==> src/rtl/seg7_pkg.sv <==
// Shared glyph constants, widths and scan states for the multiplexed
// seven-segment driver. Segment order is g..a with bit 0 = a, high-true.
package seg7_pkg;

   localparam int SEG_W = 7;

   localparam logic [SEG_W-1:0] SEG_0     = 7'h3F;
   localparam logic [SEG_W-1:0] SEG_1     = 7'h06;
   localparam logic [SEG_W-1:0] SEG_2     = 7'h5B;
   localparam logic [SEG_W-1:0] SEG_3     = 7'h4F;
   localparam logic [SEG_W-1:0] SEG_4     = 7'h66;
   localparam logic [SEG_W-1:0] SEG_5     = 7'h6D;
   localparam logic [SEG_W-1:0] SEG_6     = 7'h7D;
   localparam logic [SEG_W-1:0] SEG_7     = 7'h07;
   localparam logic [SEG_W-1:0] SEG_8     = 7'h7F;
   localparam logic [SEG_W-1:0] SEG_9     = 7'h6F;
   localparam logic [SEG_W-1:0] SEG_A     = 7'h77;
   localparam logic [SEG_W-1:0] SEG_B     = 7'h7C;
   localparam logic [SEG_W-1:0] SEG_C     = 7'h39;
   localparam logic [SEG_W-1:0] SEG_D     = 7'h5E;
   localparam logic [SEG_W-1:0] SEG_E     = 7'h79;
   localparam logic [SEG_W-1:0] SEG_F     = 7'h71;
   localparam logic [SEG_W-1:0] SEG_BLANK = 7'h00;

   typedef enum logic {
      ST_OFF  = 1'b0,
      ST_SCAN = 1'b1
   } scan_state_e;

   // Counter width that stays at least one bit wide for tiny ranges.
   function automatic int cnt_w(input int n);
      return (n > 1) ? $clog2(n) : 1;
   endfunction

endpackage

==> src/rtl/seg7_glyph_rom.sv <==
// Combinational nibble-to-glyph decode, high-true. Codes 10..15 show
// hex letters only when hex_en is set, otherwise they decode to blank.
module seg7_glyph_rom
   import seg7_pkg::*;
(
   input  logic [3:0]       code,
   input  logic             hex_en,
   output logic [SEG_W-1:0] seg
);

   always_comb begin
      seg = SEG_BLANK;
      case (code)
         4'h0: seg = SEG_0;
         4'h1: seg = SEG_1;
         4'h2: seg = SEG_2;
         4'h3: seg = SEG_3;
         4'h4: seg = SEG_4;
         4'h5: seg = SEG_5;
         4'h6: seg = SEG_6;
         4'h7: seg = SEG_7;
         4'h8: seg = SEG_8;
         4'h9: seg = SEG_9;
         4'hA: seg = hex_en ? SEG_A : SEG_BLANK;
         4'hB: seg = hex_en ? SEG_B : SEG_BLANK;
         4'hC: seg = hex_en ? SEG_C : SEG_BLANK;
         4'hD: seg = hex_en ? SEG_D : SEG_BLANK;
         4'hE: seg = hex_en ? SEG_E : SEG_BLANK;
         4'hF: seg = hex_en ? SEG_F : SEG_BLANK;
         default: seg = SEG_BLANK;
      endcase
   end

endmodule

==> src/rtl/seg7_scan_driver.sv <==
// Time-multiplexed seven-segment driver with frame-aligned double buffering,
// leading-zero blanking and registered, polarity-selectable pin outputs.
//
// state   | meaning
// ST_OFF  | enable low: all digits dark, prescaler and digit index held
// ST_SCAN | enable high: prescaler running, one digit lit at a time
module seg7_scan_driver
   import seg7_pkg::*;
#(
   parameter int NUM_DIGITS  = 4,
   parameter int REFRESH_DIV = 50000,
   parameter int HEX_MODE    = 0,
   parameter int ACTIVE_LOW  = 1
) (
   input  logic                    clk,
   input  logic                    rst_n,
   input  logic                    enable,
   input  logic                    load,
   input  logic [4*NUM_DIGITS-1:0] digits_in,
   input  logic [NUM_DIGITS-1:0]   dp_in,
   input  logic                    blank_lz,
   output logic [SEG_W-1:0]        seg,
   output logic                    dp,
   output logic [NUM_DIGITS-1:0]   an,
   output logic                    frame_tick
);

   localparam int PW = cnt_w(REFRESH_DIV);
   localparam int IW = cnt_w(NUM_DIGITS);
   localparam logic [PW-1:0] PRESC_LAST = PW'(REFRESH_DIV - 1);
   localparam logic [IW-1:0] IDX_LAST   = IW'(NUM_DIGITS - 1);
   localparam logic          POL        = (ACTIVE_LOW != 0);

   scan_state_e state_q, state_d;
   logic        run;

   // Down-counter of cycles left on the current digit; PRESC_LAST means a
   // digit has just started (elapsed count zero).
   logic [PW-1:0] presc_left;
   logic [IW-1:0] idx;
   logic          digit_done, frame_end;

   logic [4*NUM_DIGITS-1:0] sh_dig, act_dig;
   logic [NUM_DIGITS-1:0]   sh_dp, act_dp;
   logic                    sh_blz, act_blz, act_vld, pending;

   logic [3:0]            cur_code;
   logic                  cur_dp;
   logic                  lz_blank, zero_run;
   logic [NUM_DIGITS-1:0] zero_from;
   logic [SEG_W-1:0]      rom_seg, seg_hi;
   logic [NUM_DIGITS-1:0] an_hi;

   always_ff @(posedge clk) begin
      if (!rst_n) state_q <= ST_OFF;
      else        state_q <= state_d;
   end

   always_comb begin
      state_d = state_q;
      run     = 1'b0;
      case (state_q)
         ST_OFF: begin
            if (enable) begin
               state_d = ST_SCAN;
               run     = 1'b1;
            end
         end
         ST_SCAN: begin
            if (enable) run = 1'b1;
            else        state_d = ST_OFF;
         end
         default: state_d = ST_OFF;
      endcase
   end

   assign digit_done = run && (presc_left == '0);
   assign frame_end  = digit_done && (idx == IDX_LAST);
   assign frame_tick = frame_end;

   always_ff @(posedge clk) begin
      if (!rst_n) begin
         presc_left <= PRESC_LAST;
         idx        <= '0;
      end else if (run) begin
         if (presc_left == '0) begin
            presc_left <= PRESC_LAST;
            idx        <= (idx == IDX_LAST) ? '0 : idx + 1'b1;
         end else begin
            presc_left <= presc_left - 1'b1;
         end
      end
   end

   // Shadow captures every load; active only changes on the frame wrap, so
   // a frame is never drawn from two different data sets.
   always_ff @(posedge clk) begin
      if (!rst_n) begin
         sh_dig  <= '0;
         sh_dp   <= '0;
         sh_blz  <= 1'b0;
         act_dig <= '0;
         act_dp  <= '0;
         act_blz <= 1'b0;
         act_vld <= 1'b0;
         pending <= 1'b0;
      end else begin
         if (frame_end && pending) begin
            act_dig <= sh_dig;
            act_dp  <= sh_dp;
            act_blz <= sh_blz;
            act_vld <= 1'b1;
         end
         if (load) begin
            sh_dig  <= digits_in;
            sh_dp   <= dp_in;
            sh_blz  <= blank_lz;
            pending <= 1'b1;
         end else if (frame_end) begin
            pending <= 1'b0;
         end
      end
   end

   always_comb begin
      cur_code  = act_dig[{idx, 2'b00} +: 4];
      cur_dp    = act_dp[idx];
      zero_run  = 1'b1;
      zero_from = '0;
      for (int k = NUM_DIGITS - 1; k >= 0; k--) begin
         zero_run     = zero_run & (act_dig[4*k +: 4] == 4'h0);
         zero_from[k] = zero_run;
      end
      lz_blank = act_blz && (idx != '0) && zero_from[idx];
      seg_hi   = lz_blank ? SEG_BLANK : rom_seg;
      an_hi    = '0;
      an_hi[idx] = 1'b1;
   end

   seg7_glyph_rom u_rom (
      .code   (cur_code),
      .hex_en (HEX_MODE != 0),
      .seg    (rom_seg)
   );

   // Polarity is applied only here; everything upstream is high-true.
   always_ff @(posedge clk) begin
      if (!rst_n) begin
         seg <= {SEG_W{POL}};
         dp  <= POL;
         an  <= {NUM_DIGITS{POL}};
      end else if (run && act_vld) begin
         seg <= seg_hi ^ {SEG_W{POL}};
         dp  <= cur_dp ^ POL;
         an  <= an_hi ^ {NUM_DIGITS{POL}};
      end else begin
         seg <= {SEG_W{POL}};
         dp  <= POL;
         an  <= {NUM_DIGITS{POL}};
      end
   end

endmodule

==> config.mk <==
export PLATFORM = sky130hd
export DESIGN_NAME = seg7_scan_driver
export DESIGN_NICKNAME = d
export VERILOG_FILES = /design/src/rtl/seg7_pkg.sv /design/src/rtl/seg7_glyph_rom.sv /design/src/rtl/seg7_scan_driver.sv
export SDC_FILE = /design/constraint.sdc
export NUM_CORES = 1
export LEC_CHECK = 0
export ABC_AREA = 1
export ABC_CLOCK_PERIOD_IN_PS = 2900
export CAP_MARGIN = 20
export CELL_PAD_IN_SITES_DETAIL_PLACEMENT = 2
export CELL_PAD_IN_SITES_GLOBAL_PLACEMENT = 2
export CORE_UTILIZATION = 34
export CTS_BUF_LIST = sky130_fd_sc_hd__clkbuf_8 sky130_fd_sc_hd__clkbuf_16
export CTS_CLUSTER_SIZE = 16
export DETAILED_ROUTE_END_ITERATION = 12
export GPL_ROUTABILITY_DRIVEN = 0
export PLACE_DENSITY_LB_ADDON = 0.25
export RECOVER_POWER = 50
export SLEW_MARGIN = 15
export SYNTH_ARGS = -nofsm -noshare
export SYNTH_HDL_FRONTEND = slang
export SYNTH_SLANG_ARGS = --single-unit
==> constraint.sdc <==
create_clock -name clk -period 2.9 [get_ports clk]
set_input_delay 0.58 -clock clk [delete_from_list [all_inputs] [get_ports clk]]
set_output_delay 0.58 -clock clk [all_outputs]
set_load 0.01 [all_outputs]
## Word-level counts from Yosys, hierarchy flattened

Index checks and enable logic that the tools add are counted.

| storage, ports and cells | value |
|---|---|
| flip-flop bits (word level) | 74 |
| input port bits | 25 |
| output and inout bits | 13 |

| cells by class | value |
|---|---|
| equality and inequality tests | 16 |
| reductions and logical operators | 18 |
| bitwise operators | 6 |
| muxes and demuxes | 13 |
| magnitude comparators | 2 |
| add/subtract/negate cells | 2 |
| shift-type cells | 1 |

Operators with widths:

| operator | count |
|---|---|
| one-hot mux 7 bit (11 select lines) | 1 |
| equality test 4 bit, second input constant | 8 |
| zero test 4 bit | 5 |
| equality test 4 x 3 -> 1 bit, second input constant | 4 |
| zero test 16 bit | 1 |
| two-way mux 16 bit | 1 |
| indexed part select 16 x 5 -> 4 bit | 1 |
| subtractor 16 x 1 -> 16 bit, second input constant | 1 |
| equality test 4 x 2 -> 1 bit, second input constant | 2 |
| logical AND 1 bit | 7 |
| two-way mux 7 bit | 1 |
| inverter 7 bit | 1 |
| two-way mux 1 bit | 6 |
| OR reduction 6 bit | 1 |
| binary-select mux 1 bit (select 2 bit) | 2 |
| equality test 4 x 1 -> 1 bit, second input constant | 1 |
| inverter 4 bit | 1 |
| AND reduction 2 bit | 2 |
| nonzero test 2 bit | 2 |
| bitwise AND 1 bit | 3 |
| less-than comparator 2 x 3 -> 1 bit, second input constant | 1 |
| adder 2 x 1 -> 2 bit, second input constant | 1 |
| demux 1 bit (select 2 bit) | 1 |
| equality test 2 bit, second input constant | 1 |
| 3 further kinds | 3 |

## Depth between registers and ports, before layout

| logic depth | value |
|---|---|
| depth in word-level cells | 9 |
| depth in mapped cells | 10 |
| gate-level depth less buffers | 9 |

## Cells and area by module

Synthesis repeated with hierarchy kept, for this count alone.

| unflattened totals | value |
|---|---|
| cell total of the unflattened synthesis | 508 |
| area total of the unflattened synthesis | 3544.6 µm² |

Modules (own cells, without submodules):

| module | sequential area each (µm²) | times used | area an instance (µm²) | cells each |
|---|---|---|---|---|
| seg7_scan_driver | 1481.4 | 1 | 3314.4 | 454 |
| seg7_glyph_rom | 0.0 | 1 | 230.2 | 54 |

## Least setup slack after synthesis

Ideal clock, no wire load.

| timing path | value |
|---|---|
| path type | input port to output port |
| from | in enable |
| to | out frame_tick |
| data required time | 2.320 ns |
| slack | 1.262 ns |
| stages on the path | 4 |
| arrival | 1.058 ns |
| cells stage by stage | inv_1 nor3_1 nand3_1 nor2_1 |

| between the ends | value |
|---|---|
| word-level cells in the longest chain between the ends | 3 |

Ends and longest elaborated chain:

| element | RTL line | source |
|---|---|---|
| from (decl) | seg7_scan_driver.sv:17 | `input logic enable,` |
| two-way mux 1 bit | seg7_scan_driver.sv:64, seg7_scan_driver.sv:70 |  |
| logical AND 1 bit | seg7_scan_driver.sv:77 | `assign digit_done = run && (presc_left == '0);` |
| logical AND 1 bit | seg7_scan_driver.sv:78 | `assign frame_end = digit_done && (idx == IDX_LAST);` |
| to (decl) | seg7_scan_driver.sv:25 | `output logic frame_tick` |

No other way between the ends.

## Worst setup path in the final report

Same ends and word-level chain as after synthesis.

==> summary.txt <==
Outcome
  • Outcome: finished, final reports clean

Timing
  • Max Slew Vio Count: 0
  • Final critical-path share of the clock period: a little over nine tenths
  • Crit path time final: 2750 ps
  • Fmax: ~360 MHz
  • Final setup vio count: 0
  • Fin. Hold Viols: 0
  • Relative slew slack: 48.7%
  • RSZ-0062 raised after global routing: no
  • Setup TNS: 0 ps
  • Fin Clk Skew: about 16 ps
  • Worst Tran Pin Value: just under 800 ps
  • Hold Slack: about 460 ps

Die
  • Num rows: 35
  • I/O Pins: 38
  • Core Area: a little over 0.009 mm^2
  • Die span in y: slightly below 100 um
  • Die ar.: just under 0.01 mm^2
  • Starting Density: a little over a third
  • Die Wd: around 99 um

Clock network
  • CTS tree: yes
  • Cts bufs inserted: 9
  • Clock sinks: 74
  • H-tree levels: 3
  • Clk Latency, worst-skew pair: 360 ps
  • Clk buf depth: 2
  • Resize count post-CTS: 0
  • Clock transition at path regs: ~70 ps
  • CTS root buf: clkbuf_8
  • Post-CTS Hold Fix Bufs: 0
  • Postcts setup bufs: 0

Worst setup path
  • Slowest stage cell on the critical path: clkdlybuf4s50_1
  • Worst Path Max Fanout: 2
  • Critical-path cell list: clkdlybuf4s50_1 -> inv_1 -> nor3_1 -> nand3_1 -> nor2_1 -> clkdlybuf4s50_1
  • Setup crit end kind: output port
  • Top cell by count, worst path: clkdlybuf4s50_1
  • Setup CP Type: in -> out
  • CP arrival: between 2000 and 2500 ps
  • Startpoint Class: input port
  • Slowest stage delay, CP: roughly 570 ps
  • Required time of the critical path: 2320 ps

Synthesis
  • Synth Area in XOR/XNOR: ~1.1%
  • Multiplexer share of the synthesized area: 0%
  • Post-synth EDFFs: 0
  • Async set or reset register ratio after synthesis: 0%
  • Synth Area in Adders: approximately 2.3%
  • Yosys cell types: 29
  • Mapped Area: about 0.0032 mm^2
  • Simple-Gate Fraction of Synth Area: between 20% and 30%
  • Post-Syn Instances: 449
  • Syn Nets: between 400 and 500
  • YS warnings: 0
  • Main combinational cell family by area after synthesis: simple AND/OR/NAND/NOR gates
  • Mean area per synthesized cell: about 7.2 um^2
  • Complex-gate fraction of the synthesized area: approximately 12%
  • Seq/Total Area, Yosys: between 40% and 50%
  • #FFs+latches synth: 74
  • Main synth FF type: dfxtp_1

Global routing
  • Largest net degree at the start of global routing: 46
  • Global-route wire length before repair: ~15,000 um
  • Total GRT Usage: between 10% and 20%
  • Global route overflow: 0
  • Number of global-route vias before repair: about 3,200
  • Number of antenna violations at the first check in global routing: 0

Cells and area
  • Layout cell share with drive strength beyond 1: just over 7%
  • Synth-to-Final Area Change: 20.7%
  • Fillers: 1,094
  • Sequential cell area: 0.00148 mm^2
  • Final net count: between 500 and 600
  • ANT cells: 0
  • Area of the multi-input gates: 0.00146 mm^2

Drt
  • DRT Wirelength: roughly 8500 um
  • Router iterations before antenna repair: 4
  • Via count: just under 3,000
  • Initial DRC Count: 44
  • WL/cell: 14.0 um
  • Remaining DRCs: 0
  • Final ANT Viol Nets: 0
  • Via density per instance: about 4.9

Place
  • PortBufs: 37
  • Post-DP HPWL: about 6200 um

Power
  • PwrDens: a little under 500 mW/mm^2
  • Worst VDD drop: between 0.2 and 0.3 mV
  • Leakage Power: 1.60 nW

Worst hold path
  • Worst hold path type: reg -> reg

Run
  • Max-capacitance violation count: 0
## path summary, 6_finish.rpt
path                               startpoint              to  slack [ps]  cells after the start
worst max-delay path                   enable      frame_tick         150                      6
worst min-delay path                 sh_dp[1]        sh_dp[1]         460                      2
worst max register to register  presc_left[1]  presc_left[10]         820                      9
worst min register to register       sh_dp[1]        sh_dp[1]         460                      2
## cells by family after synthesis
kind of cell               Yosys count
AOI/OAI and AO/OA                   77
and+or+nand+nor                    220
adders and majority gates            6
buffers and inverters               68
DFF                                 74
xor gates and xnor gates             4
## placed cells by master, fill, tap and decap left out, drive strengths merged, types with 3 or more instances in the layout
cell / instances
buf: 9
clkinv: 4
nand4: 3
nor3: 6
inv: 50
clkdlybuf4s50: 24
nand2: 92
ha: 6
o21ai: 39
dlygate4sd3: 13
dfxtp: 74
nor2: 70
a21oi: 35
nand3: 48
clkbuf: 12
## area by class of cell
| class | count | share of cell area [%] |
|---|---|---|
| Sequential cell | 74 | 38.2 |
| Tap cell | 111 | 3.58 |
| Clock buffer | 10 | 3.55 |
| Timing Repair Buffer | 48 | 11.5 |
| Multi-Input combinational cell | 307 | 37.5 |
| Clock inverter | 6 | 0.870 |
| Inverter | 50 | 4.84 |
## worst max-delay path: cells and delay by family
family | cells | cell delay (ps)
buf+inv | 3 | 1140
simple gates | 3 | 450
## state kept, by name, indices dropped and copies added (netlist names), 2 cells and up
register / count
presc_left: 16
act_dp: 4
an: 4
sh_dig: 16
idx: 2
sh_dp: 4
seg: 7
act_dig: 16
## metal layers
| metal | vias up | GRT usage [%] | share of wire [%] |
|---|---|---|---|
| li1 | 1513 | - | - |
| met1 | 1397 | 24.0 | 48 |
| met2 | 41 | 33.7 | 48 |
| met3 | 14 | 3.16 | 2.0 |
| met4 | 0 | 8.60 | 2.0 |
| met5 | - | 0 | 0 |
## synth_stat cells (3+ instances only)
cell type / n / area (um^2)
nand2_1: 91 / 342
nor3_1: 4 / 20.0
buf_1: 6 / 22.5
nor2_2: 3 / 18.8
ha_1: 6 / 75.1
a21oi_1: 35 / 175
inv_1: 47 / 176
nor2_1: 66 / 248
nand3_1: 46 / 230
o21ai_0: 39 / 195
nand4_1: 3 / 18.8
clkbuf_1: 5 / 18.8
buf_2: 5 / 25.0
dfxtp_1: 74 / 1480
## through the flow
stage | worst slack [ps] | instance area, um^2 | cells | utilization [%] | total power, mW
floorplan | 1260 | 3220 | 449 | - | 1.13
global placement | 173 | 3720 | 590 | 40.4 | 1.18
detailed placement | 136 | 3720 | 590 | 40.4 | 1.19
finish | 152 | 3880 | 606 | 42.2 | 1.88
CTS | 116 | 3890 | 606 | 42.3 | 1.92
global route | 37.6 | 3880 | 606 | 42.2 | 1.98
## power by group
part	internal [mW]	switching [mW]	leakage, nW
registers	1.04	0.00816	0.603
clock network	0.326	0.390	0.0892
logic	0.0525	0.0659	0.903
No activity file was read; power rests on OpenSTA's default activity.
